**src/rtl/decoder_pkg.sv**
```systemverilog
// Shared definitions for the scanning one-hot decoder: mode encoding and
// default widths.
package decoder_pkg;

    typedef enum logic [1:0] {
        MODE_DIRECT    = 2'b00,
        MODE_SCAN_UP   = 2'b01,
        MODE_SCAN_DOWN = 2'b10,
        MODE_HOLD      = 2'b11
    } decode_mode_e;

    localparam int SEL_W_DEF   = 3;
    localparam int DWELL_W_DEF = 8;

endpackage

```
**src/rtl/onehot_dec.sv**
```systemverilog
// Combinational binary-to-one-hot decoder with enable; generalised form of
// the fixed 3-to-8 decoder. Output is all-zero when en is low.
module onehot_dec #(
    parameter int SEL_W = 3
) (
    input  logic                  en,
    input  logic [SEL_W-1:0]      sel,
    output logic [(2**SEL_W)-1:0] y
);

    // Set exactly one bit, chosen by sel, when enabled.
    always_comb begin
        y = '0;
        if (en) begin
            y[sel] = 1'b1;
        end
    end

endmodule

```
**src/rtl/decoder_scan.sv**
```systemverilog
// Registered binary-to-one-hot decoder with direct select, auto-scan
// up/down with programmable dwell, hold, and a wrap pulse at end of range.
// Every output comes straight from a register; the next-state logic below
// computes the next index and the one-hot decode of that next index.
module decoder_scan
    import decoder_pkg::*;
#(
    parameter int SEL_W   = SEL_W_DEF,
    parameter int DWELL_W = DWELL_W_DEF
) (
    input  logic                  clk,
    input  logic                  rst_n,
    input  logic                  en,
    input  logic [1:0]            mode,
    input  logic [SEL_W-1:0]      sel,
    input  logic [DWELL_W-1:0]    dwell,
    output logic [(2**SEL_W)-1:0] Y,
    output logic [SEL_W-1:0]      idx,
    output logic                  wrap
);

    localparam int OUT_W = 2**SEL_W;
    localparam logic [SEL_W-1:0] IDX_LAST = SEL_W'(OUT_W - 1);

    decode_mode_e       mode_e;
    logic [DWELL_W-1:0] cnt;
    logic [DWELL_W-1:0] cnt_nxt;
    logic [SEL_W-1:0]   idx_nxt;
    logic               wrap_nxt;
    logic               y_en;
    logic [OUT_W-1:0]   y_nxt;

    assign mode_e = decode_mode_e'(mode);

    // Next index, dwell count and wrap flag for the coming edge.
    // The dwell compare uses >= against the live dwell input so that a
    // lowered dwell takes effect immediately and cnt can never run away.
    always_comb begin
        idx_nxt  = idx;
        cnt_nxt  = cnt;
        wrap_nxt = 1'b0;
        y_en     = 1'b1;
        if (!en) begin
            y_en    = 1'b0;
            cnt_nxt = '0;
        end else begin
            case (mode_e)
                MODE_DIRECT: begin
                    idx_nxt = sel;
                    cnt_nxt = '0;
                end
                MODE_SCAN_UP: begin
                    if (cnt >= dwell) begin
                        idx_nxt  = idx + SEL_W'(1);
                        cnt_nxt  = '0;
                        wrap_nxt = (idx == IDX_LAST);
                    end else begin
                        cnt_nxt = cnt + DWELL_W'(1);
                    end
                end
                MODE_SCAN_DOWN: begin
                    if (cnt >= dwell) begin
                        idx_nxt  = idx - SEL_W'(1);
                        cnt_nxt  = '0;
                        wrap_nxt = (idx == '0);
                    end else begin
                        cnt_nxt = cnt + DWELL_W'(1);
                    end
                end
                default: begin
                    // MODE_HOLD: index and count frozen, output still driven
                end
            endcase
        end
    end

    onehot_dec #(
        .SEL_W (SEL_W)
    ) u_dec (
        .en  (y_en),
        .sel (idx_nxt),
        .y   (y_nxt)
    );

    // Output and state registers; reset restarts the scan at index 0.
    always_ff @(posedge clk) begin
        if (!rst_n) begin
            Y    <= '0;
            idx  <= '0;
            cnt  <= '0;
            wrap <= 1'b0;
        end else begin
            Y    <= y_nxt;
            idx  <= idx_nxt;
            cnt  <= cnt_nxt;
            wrap <= wrap_nxt;
        end
    end

endmodule

```
**config.mk**
```make
export PLATFORM = sky130hd
export DESIGN_NAME = decoder_scan
export DESIGN_NICKNAME = d
export VERILOG_FILES = /design/src/rtl/decoder_pkg.sv /design/src/rtl/onehot_dec.sv /design/src/rtl/decoder_scan.sv
export SDC_FILE = /design/constraint.sdc
export NUM_CORES = 1
export LEC_CHECK = 0
export CAP_MARGIN = 30
export CORE_UTILIZATION = 48
export CTS_CLUSTER_SIZE = 28
export DETAILED_ROUTE_END_ITERATION = 7
export HOLD_SLACK_MARGIN = 0.03
export PLACE_DENSITY = 0.84
export SYNTH_ARGS = -nofsm -noshare
export SYNTH_HDL_FRONTEND = slang
export SYNTH_SLANG_ARGS = --single-unit
```
**constraint.sdc**
```tcl
create_clock -name clk -period 2.52 [get_ports clk]
set_input_delay 0.63 -clock clk [delete_from_list [all_inputs] [get_ports clk]]
set_output_delay 0.63 -clock clk [all_outputs]
set_load 0.005 [all_outputs]
```
==> results.txt, run 1 <==
CTS built an H-tree with a depth of 1. The class of the worst hold path is reg2reg. Synthesis instantiated 33 different standard cells from the library. The number of standard cells after synthesis is 133. In the routed design, unresolved DRC markers number 0. Setup violations remaining at the end of the flow were counted as 3.

The final estimated routing congestion in global placement came out at 0.882. Using the TritonRoute via totals, the vias-per-cell ratio works out to 5.79. Across every metal layer, demand over resource in global routing totals 0.242. The Yosys warning count is 0. The arrival time reported for the critical path endpoint is 2.75 ns. The share of async-settable or async-resettable flops after synthesis is 0. The highest ir drop seen on vdd is 0.283 mV. The via count of the first global-routing pass is 1070.

Clock tree synthesis selected as its root buffer the cell clkbuf_4. The reported leakage power is 0.730 nW. The most instantiated library cell after synthesis is dfxtp_1. The number of standard-cell rows in the floorplan came out at 17.

The worst reg-to-reg path cell count is 9. The setup TNS is -0.0468 ns. The design draws 0.000716 W. The number of fillers in the final layout came out at 158.

The sequential cell area fraction in the yosys report is 0.344. For this design the top-level I/O count stands at 28. The residual overflow from global routing is 0.

The HPWL after detailed placement came out at 2150 µm. The final cycle utilization of the critical path is 1.01. The number of nets in the layout came out at 209. The kind of start point of the critical path is a primary input. In the synthesized netlist the dominant register cell turns out to be dfxtp_1. Entering global routing, the biggest net connects 13 pins. The maximum fanout encountered on the critical timing path came out at 4.

The routed length per placed instance is 17.8 µm. Of all cell types, the one taking the most synthesized area is dfxtp_1. The first TritonRoute pass finished after 4 iterations. On the critical path, the stage with the largest delay is an instance of clkdlybuf4s50_1. The maximum operating frequency came out at 392 MHz.

The cell total after placement is 197. The slew at the pin closest to its max-slew limit came out at 0.480 ns. The global-route wire length before repair came out at 4670 µm.

The setup slack of the critical path after layout came out at -0.0290 ns. After clock tree synthesis, the clock-pin slew on the worst setup and hold paths is 0.13 ns. The worst-case clock buffer depth is 2. The worst slew slack as a fraction of its limit came out at 0.678.

The number of port buffers came out at 27. The share of cells above drive strength 1 came out at 0.240. The number of cells in the finished layout apart from fillers came out at 203.

The hold path startpoint is cnt[0]$_SDFFE_PN0N_. The count of pins over their slew limit came out at 0. The number of hold buffers added after cts is 0. The checks that failed: negative setup slack. The layout overhead on the synthesized area is 49.9%. The DRC marker count from the first detailed-route iteration is 35. Traced cell by cell, the critical path runs through clkdlybuf4s50_1 -> inv_1 -> ha_4 -> and3_4 -> o21ai_2 -> a31oi_1 -> o21ai_0 -> buf_4 -> a22oi_1 -> nor3_1. Hold timing on the final database bottoms out at a slack of 0.549 ns.

Along the worst hold path, the cell count comes to 2. The total of max-cap violations came out at 0. The maximum clock skew at final layout is 0.0118 ns. The clock latency of the later-clocked register in the worst-skew pair is 0.32 ns. The proportion of netlist area held by the largest area contributor is 0.344. The via count came out at 1175. The worst path required time came out at 2.72 ns. After detailed placement, the total cell area comes to 1540 µm². The area enclosed by the die boundary is 2630 µm².

Measured along the y axis, the die boundary spans 51.2 µm. TritonCTS built the clock tree. The synthesis-stage register bit count came out at 20. The number of nets in the synthesized netlist is 166. CTS saw 20 sinks.

The startpoint identified for the worst register-to-register timing path is cnt[0]$_SDFFE_PN0N_. TritonCTS created 3 clock buffers. The flow ran to the end, but the final reports show violations.

In this run the horizontal extent of the chip is 51.2 µm. The mean cell area of the mapped netlist came out at 8.75 µm². In this run the cell area of the synthesized design comes to 1160 µm².

The number of antenna diodes in the final layout is 0. On the worst path, the slowest cell contributes a delay of 0.46 ns. The sum of routed wire length over all layers is 3610 µm.

The initial antenna violation count is 0. The commonest cells after synthesis are dfxtp_1, ha_1, inv_1, nor2_1. The residual antenna-violating net count after detailed routing came out at 0. Ranked by total cell area, the synthesized netlist is headed by dfxtp_1, ha_1, inv_1, nor3_1, nor2_1. For this configuration, the core starts out at a cell density of 0.516.

The critical path starts at dwell[2]. STA classifies the critical path endpoint as a flop. The start-to-end type of the worst setup path is in2reg.

The finished cells cover 1740 µm². The hold violation total from the final report is 0. Yosys mapped a number of flops with a built-in enable equal to 0. The total power divided by cell area came out at 410 nW/µm².

The core region is 2250 µm². The shortest clock period the worst path allows after layout is 2.55 ns.
[flip-flops by register name, indices dropped and copies added, names as in the netlist]
register and flops:
Y 8, cnt 8, idx 3, wrap 1
[placed cells by master (no fill, tap or decap), drive strengths merged, types with 3 or more instances in the layout]
master | Yosys | final
buf | 0 | 11
clkbuf | 0 | 3
nand2 | 8 | 8
nand3 | 7 | 7
o21ai | 7 | 7
inv | 14 | 14
dfxtp | 20 | 20
nor2b | 3 | 3
xor2 | 4 | 4
ha | 17 | 17
nor3 | 8 | 8
nor2 | 10 | 10
a21oi | 5 | 5
and2 | 3 | 3
clkdlybuf4s50 | 0 | 24
and3 | 3 | 3
[layout make-up]
class / count / area, µm² / share of cell area
clock inverters: 1 / 30.0 / 0.0172
inverters: 14 / 52.6 / 0.0301
flip-flops and latches: 20 / 400 / 0.230
clock buffers: 3 / 22.5 / 0.0129
multi-input cells: 99 / 847 / 0.486
repair buffers: 38 / 357 / 0.204
well taps: 28 / 35.0 / 0.0201
[per-layer routing]
metal / vias to the layer above / wire length (µm) / track usage
met5: - / 0 / 0
met4: 0 / 66 / 0.0721
met3: 7 / 167 / 0.0268
met2: 57 / 1990 / 0.456
met1: 557 / 1390 / 0.283
li1: 554 / - / -
[logic make-up (layout without fill, tap and decap cells)]
family,count (synthesis),count (layout),share of synthesized area
compound gates,26,26,0.155
xor+xnor,6,6,0.0452
fa+ha+maj,17,17,0.183
buf+inv,14,56,0.0452
flops,20,20,0.344
mux,1,1,0.00860
simple gates,49,49,0.219
[metrics by stage]
step           setup WS [ns]   util
2_1_floorplan          0.141      -
3_3_place_gp          -0.374  0.681
3_5_place_dp          -0.491  0.681
4_1_cts               0.0109  0.728
5_1_grt              -0.0910  0.774
6_report             -0.0290  0.774
[power breakdown]
group | switching, W | leakage [nW] | internal, W | total, W
Clock | 0.000110 | 0.0279 | 0.000161 | 0.000271
Combinational | 0.0000582 | 0.540 | 0.0000644 | 0.000123
Sequential | 0.00000314 | 0.161 | 0.000319 | 0.000322
[worst paths after layout]
path	endpoint	slack, ns
min	cnt[0]$_SDFFE_PN0N_	0.55
max	Y[2]$_SDFF_PN0_	-0.03
min reg2reg	cnt[0]$_SDFFE_PN0N_	0.55
max reg2reg	Y[2]$_SDFF_PN0_	0.29
[what timing repair did]
action	CTS	global route
setup endpoints to repair	10	10
hold endpoints to repair	0	0
gates resized for setup	10	20
buffers inserted	1	1
pin swaps	10	14
[worst max-delay path, delay by kind of cell]
kind / cells / cell delay [ns]
buffers and inverters: 3 / 0.69
adder cells (fa/ha/maj): 1 / 0.26
AO/OA/AOI/OAI: 4 / 0.88
AND/OR/NAND/NOR: 2 / 0.28
(Power assumes the default switching activity.)
==> run 2, diff against run 1 <==
--- a/config.mk
+++ b/config.mk
@@ -7,7 +7,7 @@
 export LEC_CHECK = 0
 export CAP_MARGIN = 30
 export CORE_UTILIZATION = 48
-export CTS_CLUSTER_SIZE = 28
+export CTS_CLUSTER_SIZE = 8
 export DETAILED_ROUTE_END_ITERATION = 7
 export HOLD_SLACK_MARGIN = 0.03
 export PLACE_DENSITY = 0.84
==> results of run 2 <==
No change in the layout: final DEF, timing and power equal those of run 1.
==> run 3, diff against run 2 <==
--- a/config.mk
+++ b/config.mk
@@ -6,6 +6,7 @@
 export NUM_CORES = 1
 export LEC_CHECK = 0
 export CAP_MARGIN = 30
+export CORE_MARGIN = 10
 export CORE_UTILIZATION = 48
 export CTS_CLUSTER_SIZE = 8
 export DETAILED_ROUTE_END_ITERATION = 7
==> run 3 against run 2 <==
  * The flow now finishes without violations
  * Global-route usage shrank 12 points
  * Register-to-register slack better by 0.07 ns
  * First-iteration DRC count fell by 5.7%
  * Cell area is 4.6% lower
  * Via count decreased by 5.5%
  * Largest cell class unchanged
  * Highest routed layer unchanged
==> results.txt, run 3 (same netlist as run 1, synthesis figures left out) <==
The share of cells above drive strength 1 is 0.195. The final estimated routing congestion in global placement is 0.872. The clock latency of the later-clocked register in the worst-skew pair is 0.32 ns. The worst path required time is 2.77 ns. The worst pin sits at a relative slew slack of 0.768. The worst-case clock buffer depth is 2.

The multi-input combinational cells in the finished layout cover a total of 781 µm². The critical path is of the in2reg type. In this run the critical register-to-register path is captured at Y[1]$_SDFF_PN0_.

The final setup violation count is 0. The worst reg-to-reg path cell count came out at 10. The path with the worst hold slack has its endpoint at cnt[1]$_SDFFE_PN0N_. Walking the worst path, the cells encountered are clkdlybuf4s50_1 -> inv_1 -> ha_2 -> a211oi_2 -> nor2_1 -> or3_1 -> o211a_1 -> or3_4 -> nor3_2. The sum of routed wire length over all layers came out at 3120 µm. Setup repair after global routing could not meet its margin everywhere.

Hold repair after CTS inserted 0 buffers. The residual overflow from global routing came out at 0. The global-route wire length before repair came out at 5020 µm. At the end of the flow, the number of nets in the layout was 208. The count of pins over their slew limit came out at 0.

The hold violation total from the final report is 0. The count of clock tree sinks came out at 20. The maximum clock skew at final layout is 0.00631 ns. At the end of the flow the core is filled with cells to 0.738. The maximum operating frequency came out at 398 MHz. The HPWL after detailed placement is 2300 µm.

The shortest clock period the worst path allows after layout came out at 2.51 ns. The kind of cell with the highest combined delay along the critical path is simple AND/OR/NAND/NOR gates. The arrival time reported for the critical path endpoint is 2.76 ns.

The clock transition at the registers of the reported paths is 0.12 ns. In this run, the number of DRC markers left after iteration 0 of detailed routing was 33. The number of standard-cell rows in the floorplan is 17. The initial antenna violation count is 0. In this run the worst hold path is classified as reg2reg.

In the routed layout, each cell is associated on average with a via count of 5.50. For the pin with the worst max-slew slack, the measured transition is 0.347 ns. The run finished with clean final reports. The most common cell after layout, fill and taps aside is clkdlybuf4s50_1. CTS built an H-tree with a depth of 1. The reported leakage power came out at 0.713 nW. The sequential cell area in the final layout is 400 µm². Along the worst hold path, the cell count comes to 2.

The startpoint identified for the worst hold timing path is cnt[1]$_SDFFE_PN0N_. The repair_antennas step left the layout with diodes totalling 0. The total power divided by cell area came out at 419 nW/µm². In this run the vertical extent of the chip is 69.2 µm.

For this run, design rule violations remaining after detail routing come to 0. The number of fillers in the final layout came out at 163. The first detailed-routing pass ran for 4 iterations.

The global routing usage on met1 is 0.132. The via count is 1110. The region available for standard cell placement spans 2250 µm².

The critical path contains buffers and inverters numbering 2 combined. VDD sags by at most 0.211 mV. The root buffer cell chosen for the clock tree is clkbuf_4. The maximum number of pins on one net before global-route repair came out at 13. The number of CTS-inserted buffers is 3. In this run the tool buffered the top-level ports with 27 buffer cells. Across the run, the number of max-cap violations was 0.

The area enclosed by the die boundary is 4790 µm². The global routing met3 resource utilization is 0.0314. The worst setup path is launched from a primary input. The most crowded layer after global routing is met2. The final cycle utilization of the critical path is 0.998. Once detail routing completed, the nets flagged for antenna violations numbered 0. On the critical path, the stage with the largest delay is an instance of clkdlybuf4s50_1. On the worst path, the slowest cell contributes a delay of 0.46 ns. Measured along the x axis, the die boundary spans 69.2 µm. The largest registers in the layout are Y x8, cnt x8, idx x3. The via count of the first global-routing pass came out at 1103. The final worst hold slack is 0.505 ns. TritonCTS built the clock tree. The layout overhead on the synthesized area is 43.0%. The met2 track demand over resource in global routing is 0.216. The worst register-to-register path begins at idx[0]$_SDFF_PN0_. The initial utilization of the core area, before any placement, comes to 0.516. The routed length per placed instance came out at 15.4 µm. The setup check on the worst reg-to-reg path leaves a slack of 0.36 ns. The top-level I/O count came out at 28.

STA classifies the critical path endpoint as a flop. Along the worst path, the maximum fanout reaches 4. The top cell types in the final layout, fill and taps aside, are clkdlybuf4s50_1, dfxtp_1, ha_1, inv_1.

Across every metal layer, demand over resource in global routing totals 0.122.
## run 3: final cells by class
cell class / count / area share
Inverter: 14 / 0.0316
Sequential cell: 20 / 0.241
Timing Repair Buffer: 37 / 0.206
Clock inverter: 1 / 0.0180
Multi-Input combinational cell: 99 / 0.469
Clock buffer: 3 / 0.0135
Tap cell: 28 / 0.0211
## run 3: report_power, final
group | leakage [nW] | total [W] | internal, W | switching [W]
Sequential | 0.161 | 0.000322 | 0.000319 | 0.00000276
Combinational | 0.523 | 0.000107 | 0.0000571 | 0.0000503
Clock | 0.0279 | 0.000268 | 0.000161 | 0.000107
## run 3: worst max-delay path by stage
stage              from         endpoint  cells after the start  slack [ns]
4_1_cts        dwell[4]  Y[5]$_SDFF_PN0_                      9       0.009
3_3_place_gp   dwell[5]  Y[5]$_SDFF_PN0_                      9       -0.37
3_5_place_dp   dwell[5]  Y[7]$_SDFF_PN0_                      9       -0.50
6_report       dwell[4]  Y[5]$_SDFF_PN0_                      9       0.006
5_1_grt        dwell[1]  Y[5]$_SDFF_PN0_                      9       -0.03
2_1_floorplan  dwell[5]  Y[5]$_SDFF_PN0_                      8        0.14
## run 3: per-stage QoR
step                      setup WS, ns  instance area [µm²]  TNS (ns)  cells  power (W)
after global placement          -0.374                 1540     -4.56    197   0.000422
after global routing           -0.0290                 1660   -0.0754    202   0.000725
after detailed placement        -0.499                 1540     -5.71    197   0.000427
after CTS                      0.00854                 1640         0    202   0.000691
after floorplan                  0.141                 1160         0    133   0.000374
final                          0.00622                 1660         0    202   0.000698
## run 3: per-layer routing
metal | share of wire | wire length [µm] | up-vias
met2 | 0.51 | 1600 | 36
met3 | 0.062 | 193 | 5
met1 | 0.41 | 1270 | 517
met4 | 0.018 | 57 | 0
met5 | 0 | 0 | -
li1 | - | - | 552
## run 3: tightest hold or removal path, delay by kind of cell, from the launching register on
family           cells  cell delay (ns)
AO/OA/AOI/OAI        1             0.05
flip-flops           1             0.35
AND/OR/NAND/NOR      1             0.06
## run 3: repair_timing
action                                  4_1_cts  5_1_grt
hold endpoints to repair                      0        0
setup buffers                                 1        0
resized for setup                            14        7
endpoints found under the setup margin       10       16
pin swaps                                     9        4
